**src/rtl/hex_scan_driver.sv**
```systemverilog
// Scan controller for a multiplexed hex display: one nibble per slot with a dead-time gap,
// a frame-synchronous shadow value and optional leading-zero blanking.
module hex_scan_driver #(
    parameter int NUM_DIGITS    = 4,
    parameter int SLOT_CYCLES   = 50000,
    parameter int DEAD_CYCLES   = 500,
    parameter bit BLANK_LEADING = 1'b1
) (
    input  logic                    CLK,
    input  logic                    RESET,
    input  logic [4*NUM_DIGITS-1:0] value_in,
    input  logic                    load,
    output logic [3:0]              data_out,
    output logic                    digit_valid,
    output logic [NUM_DIGITS-1:0]   anode_n,
    output logic                    frame_start
);
    localparam int CNT_W = (SLOT_CYCLES > 1) ? $clog2(SLOT_CYCLES) : 1;
    localparam int IDX_W = $clog2(NUM_DIGITS);
    localparam logic [CNT_W-1:0] SLOT_LAST = CNT_W'(SLOT_CYCLES - 1);
    localparam logic [CNT_W-1:0] DEAD_LAST = CNT_W'(DEAD_CYCLES - 1);
    localparam logic [IDX_W-1:0] IDX_LAST  = IDX_W'(NUM_DIGITS - 1);

    typedef enum logic {DEAD, ON} state_t;

    state_t                  state_q, state_d;
    logic [CNT_W-1:0]        slot_cnt_q, slot_cnt_d;
    logic [IDX_W-1:0]        idx_q, idx_d;
    logic [4*NUM_DIGITS-1:0] shadow_q, shadow_d;
    logic [4*NUM_DIGITS-1:0] pending_q, pending_d;
    logic                    pend_vld_q, pend_vld_d;
    logic [3:0]              data_q, data_d;
    logic [NUM_DIGITS-1:0]   anode_q, anode_d;
    logic                    valid_q, valid_d;
    logic                    fs_q, fs_d;
    logic                    slot_end, wrap, blank;

    function automatic logic [IDX_W-1:0] top_digit(input logic [4*NUM_DIGITS-1:0] v);
        logic [IDX_W-1:0] t;
        t = '0;
        for (int k = 0; k < NUM_DIGITS; k++) begin
            if (v[4*k +: 4] != 4'h0) t = IDX_W'(k);
        end
        return t;
    endfunction

    always_ff @(posedge CLK) begin
        if (RESET) begin
            state_q    <= DEAD;
            slot_cnt_q <= '0;
            idx_q      <= '0;
            shadow_q   <= '0;
            pending_q  <= '0;
            pend_vld_q <= 1'b0;
            data_q     <= 4'h0;
            anode_q    <= '1;
            valid_q    <= 1'b0;
            fs_q       <= 1'b0;
        end else begin
            state_q    <= state_d;
            slot_cnt_q <= slot_cnt_d;
            idx_q      <= idx_d;
            shadow_q   <= shadow_d;
            pending_q  <= pending_d;
            pend_vld_q <= pend_vld_d;
            data_q     <= data_d;
            anode_q    <= anode_d;
            valid_q    <= valid_d;
            fs_q       <= fs_d;
        end
    end

    always_comb begin
        state_d    = state_q;
        slot_cnt_d = slot_cnt_q + 1'b1;
        idx_d      = idx_q;
        shadow_d   = shadow_q;
        pending_d  = pending_q;
        pend_vld_d = pend_vld_q;

        slot_end = (slot_cnt_q == SLOT_LAST);
        wrap     = slot_end && (idx_q == IDX_LAST);

        if (slot_end) begin
            slot_cnt_d = '0;
            idx_d      = wrap ? '0 : idx_q + 1'b1;
        end

        case (state_q)
            DEAD: if (slot_cnt_q == DEAD_LAST) state_d = ON;
            ON:   if (slot_end) state_d = DEAD;
            default: state_d = DEAD;
        endcase

        if (load) begin
            pending_d  = value_in;
            pend_vld_d = 1'b1;
        end
        // A load landing on the wrap cycle bypasses pending so the new frame shows it.
        if (wrap) begin
            if (load) begin
                shadow_d = value_in;
            end else if (pend_vld_q) begin
                shadow_d = pending_q;
            end
            pend_vld_d = 1'b0;
        end

        // Outputs are derived from next-cycle state so they line up with the FSM.
        blank   = BLANK_LEADING && (idx_d > top_digit(shadow_d));
        data_d  = shadow_d[{idx_d, 2'b00} +: 4];
        valid_d = (state_d == ON) && !blank;
        anode_d = valid_d ? ~(NUM_DIGITS'(1) << idx_d) : '1;
        fs_d    = wrap;
    end

    assign data_out    = data_q;
    assign digit_valid = valid_q;
    assign anode_n     = anode_q;
    assign frame_start = fs_q;
endmodule

```
**config.mk**
```make
export PLATFORM = sky130hd
export DESIGN_NAME = hex_scan_driver
export DESIGN_NICKNAME = d
export VERILOG_FILES = /design/src/rtl/hex_scan_driver.sv
export SDC_FILE = /design/constraint.sdc
export NUM_CORES = 1
export LEC_CHECK = 0
export ABC_CLOCK_PERIOD_IN_PS = 6000
export BUFFER_PORTS_ARGS = -buffer_cell sky130_fd_sc_hd__buf_4
export CAP_MARGIN = 20
export CORE_ASPECT_RATIO = 2
export CORE_MARGIN = 4
export CORE_UTILIZATION = 65
export CTS_BUF_LIST = sky130_fd_sc_hd__clkbuf_8
export DETAILED_ROUTE_END_ITERATION = 8
export GPL_TIMING_DRIVEN = 1
export PLACE_DENSITY_LB_ADDON = 0.08
export SLEW_MARGIN = 20
export SYNTH_ARGS = -nofsm -noshare
export SYNTH_HDL_FRONTEND = slang
export SYNTH_SLANG_ARGS = --single-unit
```
**constraint.sdc**
```tcl
create_clock -name CLK -period 6 [get_ports CLK]
set_input_delay 0.3 -clock CLK [delete_from_list [all_inputs] [get_ports CLK]]
set_output_delay 0.3 -clock CLK [all_outputs]
set_load 0.02 [all_outputs]
```
==> run summary, run 1 <==
Status = complete, no violations
Routability cong. = 0.965
Mapped Cells = 319
VDD IR max = 0.000216 V
Placed cell count = 383
Crit path kind = reg2reg
Final period utilization = 0.600
Setup WS pre-CTS = 2.46 ns
Detailed Place HPWL = 4.77 mm
H-tree depth = 3
Drt pass-1 iters = 5
Post-synthesis xor/xnor area fraction = 0.0395
Worst path top cell family by delay = simple AND/OR/NAND/NOR gates
WL per Instance = 16.4 um
Final worst setup slack = 2.40 ns
Yosys Warn Count = 0
Count leader, synth = dfxtp_1
Pwr dens = 251 nW/um^2
Top-Level Pins = 29
DP Area = 3080 um^2
Hold Vio Cnt, Final = 0
Predominant post-synthesis flop cell = dfxtp_1
Crit path DAT = 3.79 ns
Clock sink total = 62
Synth area leader = dfxtp_1
Post-synth top area share = 0.430
Worst-Margin Slew = 0.954 ns
Post-synth ARST share = 0
Clock transition at the registers of the reported paths = 0.06 ns
Hold path cells = 3
Largest family of logic cells by synthesized area = simple AND/OR/NAND/NOR gates
Non-filler cells in the finished layout = 399
Die area = 5630 um^2
Critical path fanouts, max = 11
Synth-to-layout area growth = 12.9%
Final Max Slew Viols = 0
Post-CTS setup buffer count = 0
Root Buffer = clkbuf_8
Worst skew pair latency = 0.34 ns
Share of layout cells above drive strength 1 = 0.180
Rows = 34
Cells along the critical path = or4b_4, nor4_2, nand2_1, nor2_1, o22a_1, o211a_1, ha_1, nor2b_1, o21ai_0, and2_1, nand3_1
Input/output buffers = 28
Worst EP required = 6.19 ns
DRC = 0
CTS resizes = 0
Synth Area in Compound Gates = 0.153
Post-synth EDFFs = 0
Setup TNS = 0 ns
Register area share after synthesis = 0.430
Achievable frequency = 0.278 GHz
Fin nets = 363
R2R depth = 11
Min-delay src = value_in[1]
Seq cells post-synth = 62
Unrepaired setup endpoints after global routing = no
Slew headroom = 0.359
Worst reg-to-reg setup slack = 2.40 ns
Die X = 55.1 um
Cell area after layout = 3260 um^2
Avg Cell Area, Syn = 9.04 um^2
Crit-path max cell delay = 0.84 ns
CTS max path bufs = 2
Post-Route WL = 6.54 mm
Core Region = 4340 um^2
Startpoint types = register
CTS tree = yes
Detail Route Antenna Nets = 0
Max-Cap Viols = 0
Crit Reg-Reg Endpoint = anode_n[0]$_SDFF_PP1_
DR iter-0 viols = 64
Reg2Reg Launch Point = slot_cnt_q[4]$_SDFF_PP0_
Vias per Instance = 5.88
N_diodes = 0
Top post-synthesis cells by count = 62 x dfxtp_1, 57 x nor2_1, 20 x mux2i_1, 19 x nand2_1, 14 x nand3_1
Endpoints failing setup = 0
Synth cell types = 56
Total gr overflow = 0
Fill count = 367
Initial antenna violation count = 0
Simple-Gate Fraction of Synth Area = 0.221
Static Leak = 1.31 nW
Syn nets = 342
Main area contributors after synthesis = dfxtp_1 43%, nor2_1 7.4%, mux2i_1 6.9%
CP endpoint kind = register
Initial cell density of the core = 0.665
Fin Clk Skew = 0.00574 ns
Core Util, Final = 0.751
Hold endpoint = pending_q[1]$_SDFFE_PP0P_
Synthesized-area fraction occupied by adder cells = 0.0174
Post-CTS Hold Buffers = 0
Die Height = 102 um
Vias in the first global route = 2,267
Post-synthesis mux area share = 0.0963
DR vias = 2,347
Cts bufs inserted = 9
Largest net degree at the start of global routing = 45
Worst path bufs/invs = 0
Cell area after synthesis = 2880 um^2
Slowest cell on crit path = nor4_2
HP Class = in2reg
First-pass GRT wire length = 10.4 mm
Min Tclk post-route = 3.60 ns
Gr usage total = 0.258
[through the flow]
| step | power [mW] | hold slack [ns] |
|---|---|---|
| floorplan | 0.470 | 0.430 |
| global placement | 0.487 | 0.439 |
| detailed placement | 0.489 | 0.452 |
| CTS | 0.822 | 0.210 |
| global route | 0.847 | 0.227 |
| finish | 0.817 | 0.217 |
[cell usage in the layout (no fill, tap or decap), types with 3 or more instances in the layout]
cell type  count
nand2_1       19
and2_1         3
o41ai_1        5
a21oi_1        9
nor4_2         3
o22ai_1        3
inv_1          9
buf_4         29
clkinv_2       4
clkbuf_8       9
nand3_1       14
a22o_1         8
a31oi_1        6
o21ai_0        8
mux2i_1       20
dfxtp_1       62
nor2_1        57
a22oi_1        4
nor2b_1        3
xor2_1         6
and3_1         3
nor3_1         7
ha_1           4
nand4_1        4
xnor2_1        7
[per-layer routing]
| metal | up-vias | global-route usage | wire length [um] |
|---|---|---|---|
| met5 | - | 0 | 0 |
| met4 | 0 | 0.170 | 295 |
| met1 | 1091 | 0.258 | 2430 |
| met2 | 52 | 0.449 | 3580 |
| li1 | 1177 | - | - |
| met3 | 27 | 0.0555 | 229 |
[flip-flops by register name (all words and copies together), names as in the netlist]
signal       count
state_q          1
anode_n          4
shadow_q        16
frame_start      1
pending_q       16
digit_valid      1
idx_q            2
slot_cnt_q      16
data_out         4
pend_vld_q       1
[worst max-delay path by stage]
stage | end | startpoint | cells past startpoint
finish | anode_n[0]$_SDFF_PP1_ | slot_cnt_q[4]$_SDFF_PP0_ | 11
global route | anode_n[0]$_SDFF_PP1_ | slot_cnt_q[4]$_SDFF_PP0_ | 11
CTS | anode_n[0]$_SDFF_PP1_ | slot_cnt_q[4]$_SDFF_PP0_ | 11
detailed placement | anode_n[0]$_SDFF_PP1_ | slot_cnt_q[4]$_SDFF_PP0_ | 11
global placement | anode_n[0]$_SDFF_PP1_ | slot_cnt_q[4]$_SDFF_PP0_ | 11
floorplan | anode_n[0]$_SDFF_PP1_ | slot_cnt_q[10]$_SDFF_PP0_ | 13
[where the power goes]
part	leakage [nW]	total, mW	internal [mW]	switching, mW
clock network	0.105	0.337	0.186	0.152
logic	0.703	0.0515	0.0235	0.0280
registers	0.504	0.428	0.420	0.00780
[kinds of logic (layout without fill, tap and decap cells)]
family / after synthesis / count (layout)
DFF: 62 / 62
xor gates and xnor gates: 13 / 13
and+or+nand+nor: 127 / 127
AOI/OAI and AO/OA: 60 / 60
adders and majority gates: 4 / 4
muxes: 26 / 26
buffers and inverters: 27 / 53
[final cells by class]
| class | instances | area (um^2) | share of cell area |
|---|---|---|---|
| clock buffers | 9 | 124 | 0.0380 |
| clock inverters | 7 | 57.6 | 0.0177 |
| inverters | 8 | 30.0 | 0.00922 |
| multi-input cells | 230 | 1520 | 0.466 |
| flip-flops and latches | 62 | 1240 | 0.381 |
| well taps | 54 | 67.6 | 0.0207 |
| repair buffers | 29 | 218 | 0.0668 |
[tightest hold or removal path: cells and delay by family]
kind                   cells  cell delay, ns
multiplexers               1            0.06
buffers and inverters      1            0.09
AND/OR/NAND/NOR            1            0.07
Power figures use the tool's default switching activity.
==> run 2, diff against run 1 <==
Settings changed: ABC_CLOCK_PERIOD_IN_PS 6000 to 3100, CORE_UTILIZATION 65 to 55.
Clock period 6 ns to 3.1 ns, I/O delays scaled along.
==> run 2 against run 1 <==
Against the previous run: routed wire length is 5.2% higher; non-clock buffer count rose by 15; critical path type unchanged; sequential cell count stayed put; final area increased by 4.8%; first-iteration DRC count up 80%; register-to-register slack worse by 2.2 ns; combinational power increased by 100%; count of clock-buffer cells in the layout increased by 4; cell count up 4.8%; critical path depth is the same; highest routed layer unchanged; power up 110%; hold slack got worse by 0.16 ns.
==> run summary, run 2 (synthesis gave the netlist of run 1 again) <==
Drt pass-1 iters = 4 (was 5)
Fin Clk Skew = 0.0115 ns (was 0.00574 ns)
Cell area after layout = 3410 um^2 (was 3260 um^2)
Unrepaired setup endpoints after global routing = no (unchanged)
Worst-Margin Slew = 0.703 ns (was 0.954 ns)
Pwr dens = 497 nW/um^2 (was 251 nW/um^2)
Commonest cells after routing, fill and taps aside = 62 x dfxtp_1, 57 x nor2_1, 44 x buf_4, 20 x mux2i_1, 19 x nand2_1 (was 62 x dfxtp_1, 57 x nor2_1, 29 x buf_4, 20 x mux2i_1, 19 x nand2_1)
Gr usage total = 0.232 (was 0.258)
Status = complete, no violations (unchanged)
Non-filler cells in the finished layout = 418 (was 399)
First-pass GRT wire length = 11.4 mm (was 10.4 mm)
Die Height = 110 um (was 102 um)
Crit path kind = reg2reg (unchanged)
Detailed Place HPWL = 5.06 mm (was 4.77 mm)
Placed cell count = 402 (was 383)
Rows = 37 (was 34)
Post-CTS setup buffer count = 0 (unchanged)
Crit path DAT = 3.16 ns (was 3.79 ns)
Endpoints failing setup = 0 (unchanged)
Final Max Slew Viols = 0 (unchanged)
Worst EP required = 3.33 ns (was 6.19 ns)
Initial antenna violation count = 0 (unchanged)
Total gr overflow = 0 (unchanged)
Most common cell after layout, fill and taps aside = dfxtp_1 (unchanged)
Die area = 6540 um^2 (was 5630 um^2)
Routability cong. = 0.883 (was 0.965)
CTS tree = yes (unchanged)
Static Leak = 1.40 nW (was 1.31 nW)
CTS resizes = 0 (unchanged)
Initial cell density of the core = 0.561 (was 0.665)
Detail Route Antenna Nets = 0 (unchanged)
Root Buffer = clkbuf_8 (unchanged)
Final worst setup slack = 0.169 ns (was 2.40 ns)
Slew headroom = 0.530 (was 0.359)
DRC = 0 (unchanged)
Top-Level Pins = 29 (unchanged)
Setup TNS = 0 ns (unchanged)
Min Tclk post-route = 2.93 ns (was 3.60 ns)
Synth-to-layout area growth = 18.4% (was 12.9%)
Switching power = 0.379 mW (was 0.188 mW)
VDD IR max = 0.000480 V (was 0.000216 V)
HP Class = in2reg (unchanged)
Startpoint types = register (unchanged)
CP endpoint kind = register (unchanged)
DP Area = 3190 um^2 (was 3080 um^2)
Hold Vio Cnt, Final = 0 (unchanged)
Sw Ratio = 0.223 (was 0.230)
Final period utilization = 0.945 (was 0.600)
Cts bufs inserted = 9 (unchanged)
Cell Int Power = 1.32 mW (was 0.629 mW)
N_diodes = 0 (unchanged)
Power, Total = 1.70 mW (was 0.817 mW)
Logic gate share of total power = 0.061 (was 0.063)
Share of layout cells above drive strength 1 = 0.222 (was 0.180)
Critical path fanouts, max = 5 (was 11)
DR iter-0 viols = 115 (was 64)
Input/output buffers = 28 (unchanged)
Achievable frequency = 0.341 GHz (was 0.278 GHz)
DR vias = 2,430 (was 2,347)
Largest net degree at the start of global routing = 45 (unchanged)
Vias per Instance = 5.81 (was 5.88)
Setup crit start = slot_cnt_q[10]$_SDFF_PP0_ (was slot_cnt_q[4]$_SDFF_PP0_)
Die X = 59.2 um (was 55.1 um)
Clk network pwr share = 0.451 (was 0.413)
Flop pwr share = 0.488 (was 0.524)
Setup WS pre-CTS = 0.0968 ns (was 2.46 ns)
Max-Cap Viols = 0 (unchanged)
Worst skew pair latency = 0.35 ns (was 0.34 ns)
Top Registers = pending_q (16), shadow_q (16), slot_cnt_q (16) (unchanged)
Fin nets = 378 (was 363)
Reg2Reg Launch Point = slot_cnt_q[10]$_SDFF_PP0_ (was slot_cnt_q[4]$_SDFF_PP0_)
Clock sink total = 62 (unchanged)
CTS max path bufs = 2 (unchanged)
Clock transition at the registers of the reported paths = 0.07 ns (was 0.06 ns)
Core Region = 5140 um^2 (was 4340 um^2)
Min-delay src = value_in[9] (was value_in[1])
Vias in the first global route = 2,494 (was 2,267)
Post-Route WL = 6.88 mm (was 6.54 mm)
Post-CTS Hold Buffers = 0 (unchanged)
H-tree depth = 3 (unchanged)
WL per Instance = 16.4 um (about the same)
run 2: cell count changes in the layout (fill, tap and decap cells not counted), sizes merged:
cell / before / now
buf: 29 / 44
clkbuf: 9 / 13
clkinv: 5 / 3
inv: 9 / 7
run 2: area by class of cell:
class | instances | area (um^2)
Multi-Input combinational cell | 230 | 1520
Clock buffer | 13 | 179
Sequential cell | 62 | 1240
Clock inverter | 3 | 40.0
Inverter | 8 | 30.0
Fill cell | 461 | 1720
Timing Repair Buffer | 44 | 330
Tap cell | 58 | 72.6
run 2: worst max-delay path, cell delays in order, from the launching register on:
cell,delay [ns]
dfxtp_1,0.35
or4_4,0.57
or4_4,0.54
o21bai_2,0.20
a21oi_1,0.09
o22a_1,0.17
o211a_1,0.12
ha_1,0.28
nor2b_1,0.13
o21ai_1,0.13
and2_4,0.18
nand3_1,0.07
run 2: routing by layer:
layer  vias to the layer above  share of wire  track usage
met5                         -              0            0
met4                         0          0.066        0.168
met3                        30          0.032       0.0596
met2                        55           0.53        0.394
met1                      1144           0.38        0.228
li1                       1201              -            -
run 2: power groups by stage:
stage          Sequential [mW]  Clock [mW]  Combinational, mW
3_3_place_gp             0.846           0              0.103
3_5_place_dp             0.846           0              0.104
6_report                 0.829       0.764              0.104
2_1_floorplan            0.839           0             0.0703
4_1_cts                  0.828       0.782              0.104
5_1_grt                  0.830       0.816              0.116
run 2: stage by stage:
step,utilization,hold WS (ns)
after floorplan,-,0.302
after global placement,0.621,0.404
after detailed placement,0.621,0.415
after CTS,0.664,0.0475
after global routing,0.664,0.0658
final,0.664,0.0609
run 2: path summary, 6_finish.rpt:
| path | slack [ns] | endpoint | cells past startpoint |
|---|---|---|---|
| max | 0.17 | anode_n[0]$_SDFF_PP1_ | 11 |
| min | 0.06 | pending_q[9]$_SDFFE_PP0P_ | 3 |
| max reg2reg | 0.17 | anode_n[0]$_SDFF_PP1_ | 11 |
| min reg2reg | 0.45 | shadow_q[1]$_SDFF_PP0_ | 2 |
